===== src/rtl/turbo_dispatch_sched.sv =====
`default_nettype none
// ============================================================================
// Module   : turbo_dispatch_sched
// Purpose  : Round-robin scheduler granting whole packets to free turbo lanes.
//            Optional statistics counters enabled by TURBO_SCHED_STATS_EN.
// Revision : 1.0 - initial release
// ============================================================================
module turbo_dispatch_sched #(
    parameter int NUM_TURBO     = 16,
    parameter int IDX_W         = 4,
    parameter int BUS           = 534,
    parameter int BEATS_PER_PKT = 25
) (
    input  logic                 clk_bus,
    input  logic                 rst_n,
    input  logic [BUS-1:0]       in_data,
    input  logic                 in_en,
    output logic                 bus_ready,
    output logic [BUS-1:0]       lane_data,
    output logic [NUM_TURBO-1:0] lane_en,
    input  logic [NUM_TURBO-1:0] lane_ready,
    input  logic [NUM_TURBO-1:0] lane_done,
    output logic [IDX_W-1:0]     cur_lane,
    output logic [NUM_TURBO-1:0] lane_busy,
    output logic [1:0]           err_flags
`ifdef TURBO_SCHED_STATS_EN
    ,
    output logic [31:0]          pkt_cnt,
    output logic [31:0]          stall_cnt
`endif
);

    localparam int                CNT_W  = $clog2(BEATS_PER_PKT);
    localparam logic [CNT_W-1:0]  C_LAST = CNT_W'(BEATS_PER_PKT - 1);

    typedef enum logic [0:0] {
        SEL  = 1'b0,
        XFER = 1'b1
    } state_t;

    state_t                 r_state;
    state_t                 w_state_nxt;
    logic                   r_bus_ready;
    logic                   w_bus_ready_nxt;
    logic [CNT_W-1:0]       r_cnt;
    logic [CNT_W-1:0]       w_cnt_nxt;
    logic [IDX_W-1:0]       r_rr;
    logic [IDX_W-1:0]       w_rr_nxt;
    logic [IDX_W-1:0]       r_cur_lane;
    logic [IDX_W-1:0]       w_cur_nxt;
    logic [NUM_TURBO-1:0]   r_busy;
    logic [NUM_TURBO-1:0]   w_set_busy;
    logic [NUM_TURBO-1:0]   r_lane_en;
    logic [BUS-1:0]         r_lane_data;
    logic [1:0]             r_err;
    logic                   w_found;
    logic [IDX_W-1:0]       w_grant;
    logic [IDX_W-1:0]       w_scan;
    logic                   w_beat;
    logic                   w_pkt_done;
    logic                   w_stall;

    // Scan starts just after the last grant; registered busy keeps same-cycle frees ineligible.
    always_comb begin
        w_found = 1'b0;
        w_grant = '0;
        w_scan  = '0;
        for (int k = 1; k <= NUM_TURBO; k++) begin
            w_scan = IDX_W'((int'(r_rr) + k) % NUM_TURBO);
            if (!w_found && lane_ready[w_scan] && !r_busy[w_scan]) begin
                w_found = 1'b1;
                w_grant = w_scan;
            end
        end
    end

    assign w_beat = in_en & r_bus_ready;

    always_comb begin
        w_state_nxt     = r_state;
        w_bus_ready_nxt = r_bus_ready;
        w_cnt_nxt       = r_cnt;
        w_rr_nxt        = r_rr;
        w_cur_nxt       = r_cur_lane;
        w_set_busy      = '0;
        w_pkt_done      = 1'b0;
        w_stall         = 1'b0;
        case (r_state)
            SEL: begin
                w_bus_ready_nxt = 1'b0;
                if (w_found) begin
                    w_set_busy      = NUM_TURBO'(1) << w_grant;
                    w_cur_nxt       = w_grant;
                    w_rr_nxt        = w_grant;
                    w_bus_ready_nxt = 1'b1;
                    w_cnt_nxt       = '0;
                    w_state_nxt     = XFER;
                end else begin
                    w_stall = 1'b1;
                end
            end
            XFER: begin
                if (w_beat) begin
                    if (r_cnt == C_LAST) begin
                        w_bus_ready_nxt = 1'b0;
                        w_cnt_nxt       = '0;
                        w_pkt_done      = 1'b1;
                        w_state_nxt     = SEL;
                    end else begin
                        w_cnt_nxt = r_cnt + CNT_W'(1);
                    end
                end
            end
            default: begin
                w_state_nxt     = SEL;
                w_bus_ready_nxt = 1'b0;
            end
        endcase
    end

    always_ff @(posedge clk_bus) begin
        if (!rst_n) begin
            r_state     <= SEL;
            r_bus_ready <= 1'b0;
            r_cnt       <= '0;
            r_rr        <= IDX_W'(NUM_TURBO - 1);
            r_cur_lane  <= '0;
            r_busy      <= '0;
            r_lane_en   <= '0;
            r_lane_data <= '0;
            r_err       <= '0;
        end else begin
            r_state     <= w_state_nxt;
            r_bus_ready <= w_bus_ready_nxt;
            r_cnt       <= w_cnt_nxt;
            r_rr        <= w_rr_nxt;
            r_cur_lane  <= w_cur_nxt;
            r_busy      <= (r_busy & ~lane_done) | w_set_busy;
            r_lane_en   <= w_beat ? (NUM_TURBO'(1) << r_cur_lane) : '0;
            if (w_beat) begin
                r_lane_data <= in_data;
            end
            // Early completion of the active lane is flagged but the packet is still streamed.
            r_err[0] <= r_err[0] | (in_en & ~r_bus_ready);
            r_err[1] <= r_err[1] | ((r_state == XFER) & lane_done[r_cur_lane] & r_busy[r_cur_lane]);
        end
    end

    assign bus_ready = r_bus_ready;
    assign lane_data = r_lane_data;
    assign lane_en   = r_lane_en;
    assign cur_lane  = r_cur_lane;
    assign lane_busy = r_busy;
    assign err_flags = r_err;

`ifdef TURBO_SCHED_STATS_EN
    logic [31:0] r_pkt_cnt;
    logic [31:0] r_stall_cnt;

    always_ff @(posedge clk_bus) begin
        if (!rst_n) begin
            r_pkt_cnt   <= '0;
            r_stall_cnt <= '0;
        end else begin
            if (w_pkt_done) begin
                r_pkt_cnt <= r_pkt_cnt + 32'd1;
            end
            if (w_stall && (r_stall_cnt != 32'hFFFF_FFFF)) begin
                r_stall_cnt <= r_stall_cnt + 32'd1;
            end
        end
    end

    assign pkt_cnt   = r_pkt_cnt;
    assign stall_cnt = r_stall_cnt;
`endif

endmodule
`default_nettype wire


===== config.mk =====
export PLATFORM = sky130hd
export DESIGN_NAME = turbo_dispatch_sched
export DESIGN_NICKNAME = d
export VERILOG_FILES = /design/src/rtl/turbo_dispatch_sched.sv
export SDC_FILE = /design/constraint.sdc
export NUM_CORES = 1
export LEC_CHECK = 0
export ABC_AREA = 1
export BUFFER_PORTS_ARGS = -buffer_cell sky130_fd_sc_hd__buf_2
export CORE_AREA = 2 2 445 447
export DETAILED_ROUTE_END_ITERATION = 12
export DIE_AREA = 0 0 447 449
export MAX_ROUTING_LAYER = met4
export PLACE_DENSITY = 0.34
export SYNTH_ARGS = -nofsm -noshare
export SYNTH_HDL_FRONTEND = slang
export SYNTH_SLANG_ARGS = --single-unit
export TNS_END_PERCENT = 100

===== constraint.sdc =====
create_clock -name clk_bus -period 4.2 [get_ports clk_bus]
set_clock_uncertainty 0.15 [all_clocks]
set_input_delay 0.42 -clock clk_bus [delete_from_list [all_inputs] [get_ports clk_bus]]
set_output_delay 0.42 -clock clk_bus [all_outputs]
set_load 0.005 [all_outputs]

==> impl_metrics.tcl, run 1 <==
set metrics [dict create \
    outcome "complete, no violations" \
    drc 0 \
    drv_slew 0 \
    core_area_um2 196000 \
    syn_to_final_growth_pct 74.4 \
    fin_setup_tns_ns 0 \
    final-seq-area_um2 11700 \
    grt_pass1_vias 27300 \
    htreeDepth 3 \
    cp.required_ns 4.63 \
    synth_edf_count 0 \
    synth.most_common_cell "nor2_1" \
    max_slew.worst_pin.slew_ns 1.37 \
    firstDrtPassIters 6 \
    p_leak_nw 17.9 \
    io_pins 1142 \
    core.rowCount 163 \
    cap_violations 0 \
    slowest_delay_ns 0.37 \
    cp_slowest_cell "dfxtp_2" \
    gp_congestion 0.944 \
    synth_seq_area_share_pct 51.4 \
    dp_cells 6759 \
    dominantRegCellSynth "dfxtp_1" \
    syn-cell-area_um2 22700 \
    path_class "reg -> reg" \
    nets 5319 \
    synth-seq-cells 583 \
    clk_pin_slew_worst_paths_ns 0.06 \
    finalCritPeriodShare_pct 94.3 \
    cp-start-kind "flop" \
    grt_max_degree 175 \
    sw_frac_of_total_pct 40.9 \
    clk_latency_ns 0.69 \
    cts_root_buf "clkbuf_16" \
    post-route-min-period_ns 3.96 \
    initial_core_util_pct 11.6 \
    dp_hpwl_um 114000 \
    synthArstFlopShare_pct 0 \
    use_met2_pct 23.4 \
    yosysWarnings 0 \
    path_common_cell "buf_4" \
    synth_common_cells "1141 x nor2_1, 583 x dfxtp_1, 547 x o21ai_0" \
    powerDensity_nw_per_um2 565 \
    grt_use_met3_pct 4.34 \
    synth_largest_area_cell "dfxtp_1" \
    port_buffers 1141 \
    dieArea_um2 201000 \
    gr-max-usage-layer "met2" \
    yosysUniqueCellTypes 45 \
    p_seq_share_pct 28.5 \
    crit_path_end_kind "flop" \
    hold_violations 0 \
    routed_wirelength_um 146000 \
    overflow 0 \
    power.switching_w 0.00916 \
    drive_gt1_share_pct 28.7 \
    clkSinkCount 583 \
    critPathArrivalTime_ns 4.39 \
    vias 27300 \
    grt_pass1_wl_um 203000 \
    grt_use_total_pct 14.5 \
    fillerInstances 22500 \
    grtUsageMet1_pct 17.0 \
    synth_nets 3706 \
    numCtsBuffers 80 \
    multi_input_area_um2 10000 \
    avgRoutedWirePerCell_um 19.6 \
    hold_path.class "in -> reg" \
    ir_drop_v 0.000337 \
    slew_headroom_pct 7.70 \
    power_frac_clock_pct 31.3 \
    synth_area_leaders "dfxtp_1 51%, nor2_1 19%, o21ai_0 12%" \
    via_per_inst 3.66 \
    fp.dieW_um 447 \
    fmax_mhz 252 \
    comb_power_share_pct 40.1 \
    die_h_um 449 \
    drt_iter0_drc 2178 \
    p_int_w 0.0133 \
    drtAntennaViolNets 0 \
    cts_tree "done" \
    final_cells 7452 \
    synthCells 3128 \
    cts_buffer_depth 3 \
    avgSynthCellArea_um2 7.27 \
    synth_top_area_share_pct 51.4 \
    finalSetupViolCount 0 \
    crit_fanout 10 \
    antenna_found_initial 31 \
]
==> metrics by stage <==
step | area (µm²) | utilization [%] | worst slack, ns | hold slack, ns | power [W]
2_1_floorplan | 22700 | - | 0.0409 | 0.297 | 0.0113
5_1_grt | 39600 | 20.2 | -0.0229 | 0.0235 | 0.0239
4_1_cts | 39400 | 20.1 | 0.107 | 0.00588 | 0.0224
3_3_place_gp | 31500 | 16.0 | 0.194 | 0.286 | 0.0148
3_5_place_dp | 31500 | 16.0 | 0.123 | 0.290 | 0.0147
6_report | 39600 | 20.2 | 0.239 | 0.0393 | 0.0224
==> power groups by stage <==
stage	logic, W	registers [W]	clock network (W)
2_1_floorplan	0.00490	0.00641	0
3_3_place_gp	0.00827	0.00650	0
3_5_place_dp	0.00816	0.00651	0
4_1_cts	0.00864	0.00640	0.00734
5_1_grt	0.00996	0.00645	0.00754
6_report	0.00899	0.00640	0.00702
==> repair_timing <==
item | CTS | global route
hold buffers | 530 | 0
endpoints found under the setup margin | 0 | 29
gates resized for setup | 0 | 26
hold endpoints to repair | 531 | 0
buffers inserted | 0 | 9
==> registers in the layout, indices dropped and copies added, names as in the netlist <==
name,flops
bus_ready,1
lane_data,534
cur_lane,4
r_state,1
r_rr,4
lane_en,16
err_flags,2
lane_busy,16
r_cnt,5
==> critical path: cells and delay by family (launching register included) <==
family	cells	cell delay (ns)
AND/OR/NAND/NOR	14	1.67
adder cells (fa/ha/maj)	1	0.34
buffers and inverters	6	0.90
AO/OA/AOI/OAI	4	0.41
flip-flops	1	0.37
==> routing by layer <==
| metal | wire, µm | vias to the layer above |
|---|---|---|
| met3 | 11700 | 212 |
| met1 | 60300 | 12800 |
| li1 | - | 13400 |
| met5 | 0 | - |
| met4 | 4420 | 0 |
| met2 | 70000 | 891 |
==> worst paths after layout <==
check | from | slack, ns | end | depth (start not counted)
setup / recovery | r_rr[1] | 0.24 | r_rr[3] | 25
hold / removal | in_data[8] | 0.04 | lane_data[8] | 3
setup reg to reg | r_rr[1] | 0.24 | r_rr[3] | 25
hold reg to reg | err_flags[1] | 0.30 | err_flags[1] | 2
==> placed cells by master (no fill, tap or decap), types with 3 or more instances in the layout <==
cell / Yosys / final
clkinv_2: 0 / 10
diode_2: 0 / 12
nor2_1: 1141 / 1140
nor3_1: 18 / 18
nand2_1: 267 / 265
o21ai_1: 4 / 4
clkinv_16: 0 / 3
inv_2: 7 / 9
ha_1: 9 / 8
xor2_1: 6 / 5
o2111ai_1: 3 / 3
clkbuf_16: 0 / 81
nand4_1: 20 / 20
clkinvlp_4: 0 / 3
clkinv_4: 0 / 4
a21oi_1: 30 / 30
dfxtp_1: 583 / 581
buf_2: 10 / 1140
o21a_1: 4 / 4
nand3_1: 148 / 145
o21ai_2: 2 / 3
inv_1: 69 / 68
buf_4: 2 / 54
clkbuf_8: 0 / 12
o22ai_1: 8 / 8
buf_12: 0 / 11
bufinv_16: 0 / 4
nor2_4: 3 / 4
o211ai_1: 10 / 10
clkbuf_1: 191 / 20
dlygate4sd3_1: 0 / 530
clkinv_1: 5 / 3
o21ai_0: 547 / 546
nand3_2: 6 / 8
nand2_4: 3 / 5
==> layout make-up <==
class | count | share of cell area, %
Antenna cell | 12 | 0.0758
Sequential cell | 583 | 29.4
Inverter | 81 | 0.786
Clock buffer | 113 | 5.72
Clock inverter | 28 | 0.937
Tap cell | 2640 | 8.33
Multi-Input combinational cell | 2257 | 25.2
Timing Repair Buffer | 1738 | 29.4
==> cell families after synthesis <==
family,Yosys count,synth area share (%)
AND/OR/NAND/NOR,1618,28.6
AO/OA/AOI/OAI,621,14.3
flip-flops,583,51.4
buffers and inverters,289,4.96
adder cells (fa/ha/maj),9,0.496
XOR/XNOR,8,0.341
(Power assumes the default switching activity.)
==> run 2, diff against run 1 <==
- CELL_PAD_IN_SITES_DETAIL_PLACEMENT: not set -> 1
- CELL_PAD_IN_SITES_GLOBAL_PLACEMENT: not set -> 1
- CORE_AREA: 2 2 445 447 -> 2 2 447 449
- DIE_AREA: 0 0 447 449 -> 0 0 449 451
- PLACE_DENSITY: 0.34 -> 0.42
==> impl_metrics.tcl, run 2 (synthesized netlist as in run 1, its figures left out) <==
set metrics [dict create \
    p_total_w 0.0230 \
    path_class "reg -> reg" \
    critPathArrivalTime_ns 4.38 \
    firstDrtPassIters 5 \
    via_per_inst 3.70 \
    post-route-min-period_ns 3.98 \
    wl_met3_um 9610 \
    antenna_found_initial 36 \
    fmax_mhz 251 \
    nets 5324 \
    fillerInstances 24200 \
    finalSetupViolCount 0 \
    drc 0 \
    clkSinkCount 583 \
    dp_hpwl_um 122000 \
    ir_drop_v 0.000451 \
    grt_use_total_pct 15.1 \
    hold_path.class "in -> reg" \
    clk_latency_ns 0.67 \
    cp_slowest_cell "dfxtp_1" \
    core.rowCount 164 \
    cts_tree "done" \
    finalCritPeriodShare_pct 94.8 \
    vias 27700 \
    core_area_um2 198000 \
    powerDensity_nw_per_um2 577 \
    port_buffers 1141 \
    grt_pass1_wl_um 215000 \
    wl_met2_um 75600 \
    final_common_cell "buf_2" \
    gp_congestion 0.888 \
    drtAntennaViolNets 0 \
    cts_buffer_depth 3 \
    largest_reg_flops 534 \
    crit_path_end_kind "flop" \
    p_leak_nw 18.0 \
    clk_pin_slew_worst_paths_ns 0.06 \
    drv_slew 0 \
    fp.dieW_um 449 \
    hold_violations 0 \
    crit_path_cell_trace "nand2_1, nand3_1, nand2_1, nand2_1, nand2_1, nand3_2, nand2_4, nor2_8, nand3_2, a21oi_4, nand4_4, nor2_8, o21ai_2, nor2_4, nand3_2, nor2_4, nand3_2, nand2_4, buf_4, a21oi_4, clkbuf_4, buf_4, a21oi_1, nand2_1" \
    htreeDepth 3 \
    overflow 0 \
    numCtsBuffers 79 \
    drt_iter0_drc 1656 \
    die_h_um 451 \
    cts_root_buf "clkbuf_16" \
    syn_to_final_growth_pct 75.4 \
    routed_wirelength_um 155000 \
    drt-met1-wl_um 67200 \
    path_common_cell "nand2_1" \
    cap_violations 0 \
    initial_core_util_pct 11.5 \
    avgRoutedWirePerCell_um 20.8 \
    cp.required_ns 4.59 \
    outcome "complete, no violations" \
    slowest_delay_ns 0.73 \
    io_pins 1142 \
    hold_slack_ns 0.0459 \
    final_cell_mix "1140 x buf_2, 1134 x nor2_1, 579 x dfxtp_1" \
    topRoutingLayerUsed "met4" \
    cp-start-kind "flop" \
    slew_headroom_pct 8.63 \
    grt_max_degree 137 \
    max_slew.worst_pin.slew_ns 1.36 \
    drive_gt1_share_pct 29.6 \
    grt_pass1_vias 28500 \
    crit_fanout 8 \
    dieArea_um2 202000 \
]
-- run 2: worst paths after layout --
| kind | slack (ns) | to | start | depth (start not counted) |
|---|---|---|---|---|
| setup / recovery | 0.22 | r_rr[3] | lane_busy[13] | 24 |
| hold / removal | 0.05 | lane_data[495] | in_data[495] | 3 |
| setup reg to reg | 0.22 | r_rr[3] | lane_busy[13] | 24 |
| hold reg to reg | 0.30 | err_flags[1] | err_flags[1] | 2 |
-- run 2: final cells by class --
type                            instances  area, µm²  area share, %
Antenna cell                           19       47.5          0.119
Clock buffer                          113       2310           5.81
Clock inverter                         30        439           1.10
Inverter                               81        318          0.797
Multi-Input combinational cell       2256      10000           25.2
Sequential cell                       583      11700           29.3
Tap cell                             2656       3320           8.34
Timing Repair Buffer                 1745      11700           29.4
-- run 2: worst max-delay path, delay by kind of cell (launching register included) --
kind	cells	cell delay (ns)
AO/OA/AOI/OAI	4	0.45
AND/OR/NAND/NOR	17	2.03
buffers and inverters	3	0.48
flip-flops	1	0.73
-- run 2: per-layer routing --
metal	up-vias	global-route usage, %
li1	13400	-
met1	13400	18.4
met2	770	25.0
met3	175	3.69
met4	0	3.13
met5	-	-
-- run 2: where the power goes --
group,leakage [nW],switching (W),internal (W)
clock,1.35,0.00296,0.00430
sequential,4.77,0.000414,0.00600
combinational,11.9,0.00604,0.00328
total,18.0,0.00942,0.0136
-- run 2: through the flow --
step	setup TNS, ns	worst slack, ns	utilization [%]	area (µm²)	std cells
after CTS	0	0.00875	20.0	39600	7452
after detailed placement	0	0.0337	16.0	31700	6794
after floorplan	0	0.0409	-	22700	3128
after global routing	-0.0516	-0.0258	20.1	39800	7478
final	0	0.217	20.1	39900	7483
after global placement	0	0.156	16.0	31700	6794
-- run 2: timing repair --
item | 4_1_cts | 5_1_grt
setup buffers | 0 | 12
hold buffers | 515 | 0
hold endpoints to repair | 515 | 0
gates resized for setup | 0 | 37
endpoints found under the setup margin | 0 | 30
==> run 3, diff against run 2 <==
- SETUP_SLACK_MARGIN: not set -> 0.4
==> impl_metrics.tcl, run 3 (synthesized netlist as in run 1, its figures left out) <==
set metrics [dict create \
    overflow 0 \
    reg2reg_depth 22 \
    crit-reg2reg-launch "r_rr[0]" \
    vias 27900 \
    grt_pass1_vias 29000 \
    drv_slew 0 \
    hold_violations 0 \
    io_pins 1142 \
    initial_core_util_pct 11.5 \
    gp_congestion 0.889 \
    core_area_um2 198000 \
    rsz0062_at_grt "yes" \
    slew_headroom_pct 26.5 \
    fmax_mhz 264 \
    final_common_cell "buf_2" \
    post-route-min-period_ns 3.79 \
    port_buffers 1141 \
    crit_path_end_kind "flop" \
    antenna_found_initial 29 \
    ff2ff_setup_slack_ns 0.41 \
    holdPathStages 3 \
    cts_buffer_depth 3 \
    finalSetupViolCount 0 \
    drc 0 \
    avgRoutedWirePerCell_um 20.1 \
    cts_tree "done" \
    cp-start-kind "flop" \
    drive_gt1_share_pct 31.5 \
    p_leak_nw 18.3 \
    path_class "reg -> reg" \
    dpl_cell_area_um2 31800 \
    numCtsBuffers 80 \
    hold_end "lane_data[308]" \
    die_h_um 451 \
    dp_hpwl_um 118000 \
    syn_to_final_growth_pct 79.6 \
    ir_drop_v 0.000365 \
    final_cell_mix "1140 x buf_2, 1128 x nor2_1, 577 x dfxtp_1" \
    crit_fanout 7 \
    nets 5383 \
    final_cells 7532 \
    drt_iter0_drc 1627 \
    firstDrtPassIters 5 \
    htreeDepth 3 \
    cp.required_ns 4.62 \
    p_total_w 0.0244 \
    hold_path.class "in -> reg" \
    clkSinkCount 583 \
    drtAntennaViolNets 0 \
    fin_setup_tns_ns 0 \
    cts_root_buf "clkbuf_16" \
    finalCritPeriodShare_pct 90.3 \
    min_from "in_data[308]" \
    cap_violations 0 \
    dieArea_um2 202000 \
    fp.dieW_um 449 \
    clk_latency_ns 0.66 \
    core.rowCount 164 \
    critPathArrivalTime_ns 4.21 \
    dp_cells 6798 \
    outcome "complete, no violations" \
    r2r-end "lane_busy[14]" \
    clk_pin_slew_worst_paths_ns 0.06 \
    routed_wirelength_um 151000 \
    via_per_inst 3.70 \
    grt_pass1_wl_um 212000 \
    max_slew.worst_pin.slew_ns 1.09 \
    grt_max_degree 148 \
    stdcell_area_um2 40800 \
    largest_reg_flops 534 \
    grt_use_total_pct 14.7 \
    powerDensity_nw_per_um2 597 \
]
run 3: changes by cell type in the layout (fill, tap and decap cells not counted), sizes merged:
cell	delta
buf	+36
clkinv	-4
clkinvlp	+2
a21oi	+1
clkbuf	+5
inv	-5
dlygate4sd3	+20
bufinv	-3
bufbuf	+1
diode	-4
run 3: layout make-up:
type,count,area [µm²]
Inverter,81,344
Multi-Input combinational cell,2257,10500
Clock inverter,20,352
Fill cell,24100,157000
Antenna cell,15,37.5
Timing Repair Buffer,1802,12300
Tap cell,2656,3320
Sequential cell,583,11700
Clock buffer,118,2310
run 3: through the flow:
step	setup slack, ns	util (%)	hold WS [ns]
floorplan	0.373	-	0.297
global placement	0.141	16.0	0.298
detailed placement	0.0917	16.0	0.311
CTS	0.405	20.2	0.00170
global route	0.181	20.6	0.0465
finish	0.409	20.6	0.0218
run 3: what timing repair did:
item | 4_1_cts | 5_1_grt
endpoints found under the hold margin | 534 | 1
endpoints found under the setup margin | 30 | 30
gates resized for setup | 35 | 112
hold buffers | 534 | 1
buffers inserted | 18 | 24
pin swaps | 14 | 35
cloned | 2 | 2
run 3: per-layer routing:
layer  track usage, %  wire, µm
met5                -         0
met4             3.75      3700
met2             25.0     76100
met3             3.37      8250
met1             17.4     63300
run 3: worst max-delay path by stage:
stage / from / endpoint / slack [ns] / cells after the start
global route: r_rr[0] / lane_busy[9] / 0.18 / 29
global placement: r_rr[1] / lane_busy[11] / 0.14 / 23
finish: r_rr[0] / lane_busy[14] / 0.41 / 22
detailed placement: r_rr[1] / lane_busy[11] / 0.09 / 23
CTS: r_rr[0] / lane_busy[14] / 0.41 / 26
floorplan: r_rr[0] / r_cnt[2] / 0.37 / 29
run 3: critical path, cell delays in order, from the launching register on:
cell	delay (ns)
dfxtp_4	0.39
inv_6	0.05
ha_4	0.27
buf_12	0.14
clkbuf_16	0.16
nand3_2	0.07
nand2_1	0.08
o211ai_1	0.44
o21ai_2	0.16
inv_2	0.11
nand4_4	0.14
nor2_8	0.18
o2111ai_4	0.15
buf_6	0.17
nor2_4	0.16
nor2_1	0.06
nand2_1	0.08
nand2_2	0.07
nand2_2	0.08
nand2_4	0.09
a21oi_4	0.27
nand2_1	0.11
a21oi_2	0.13
run 3: power breakdown:
group	internal (W)	switching, W	total (W)	leakage [nW]
clock	0.00408	0.00292	0.00700	1.27
sequential	0.00601	0.000429	0.00644	4.78
combinational	0.00416	0.00675	0.0109	12.3
total	0.0143	0.0101	0.0244	18.3
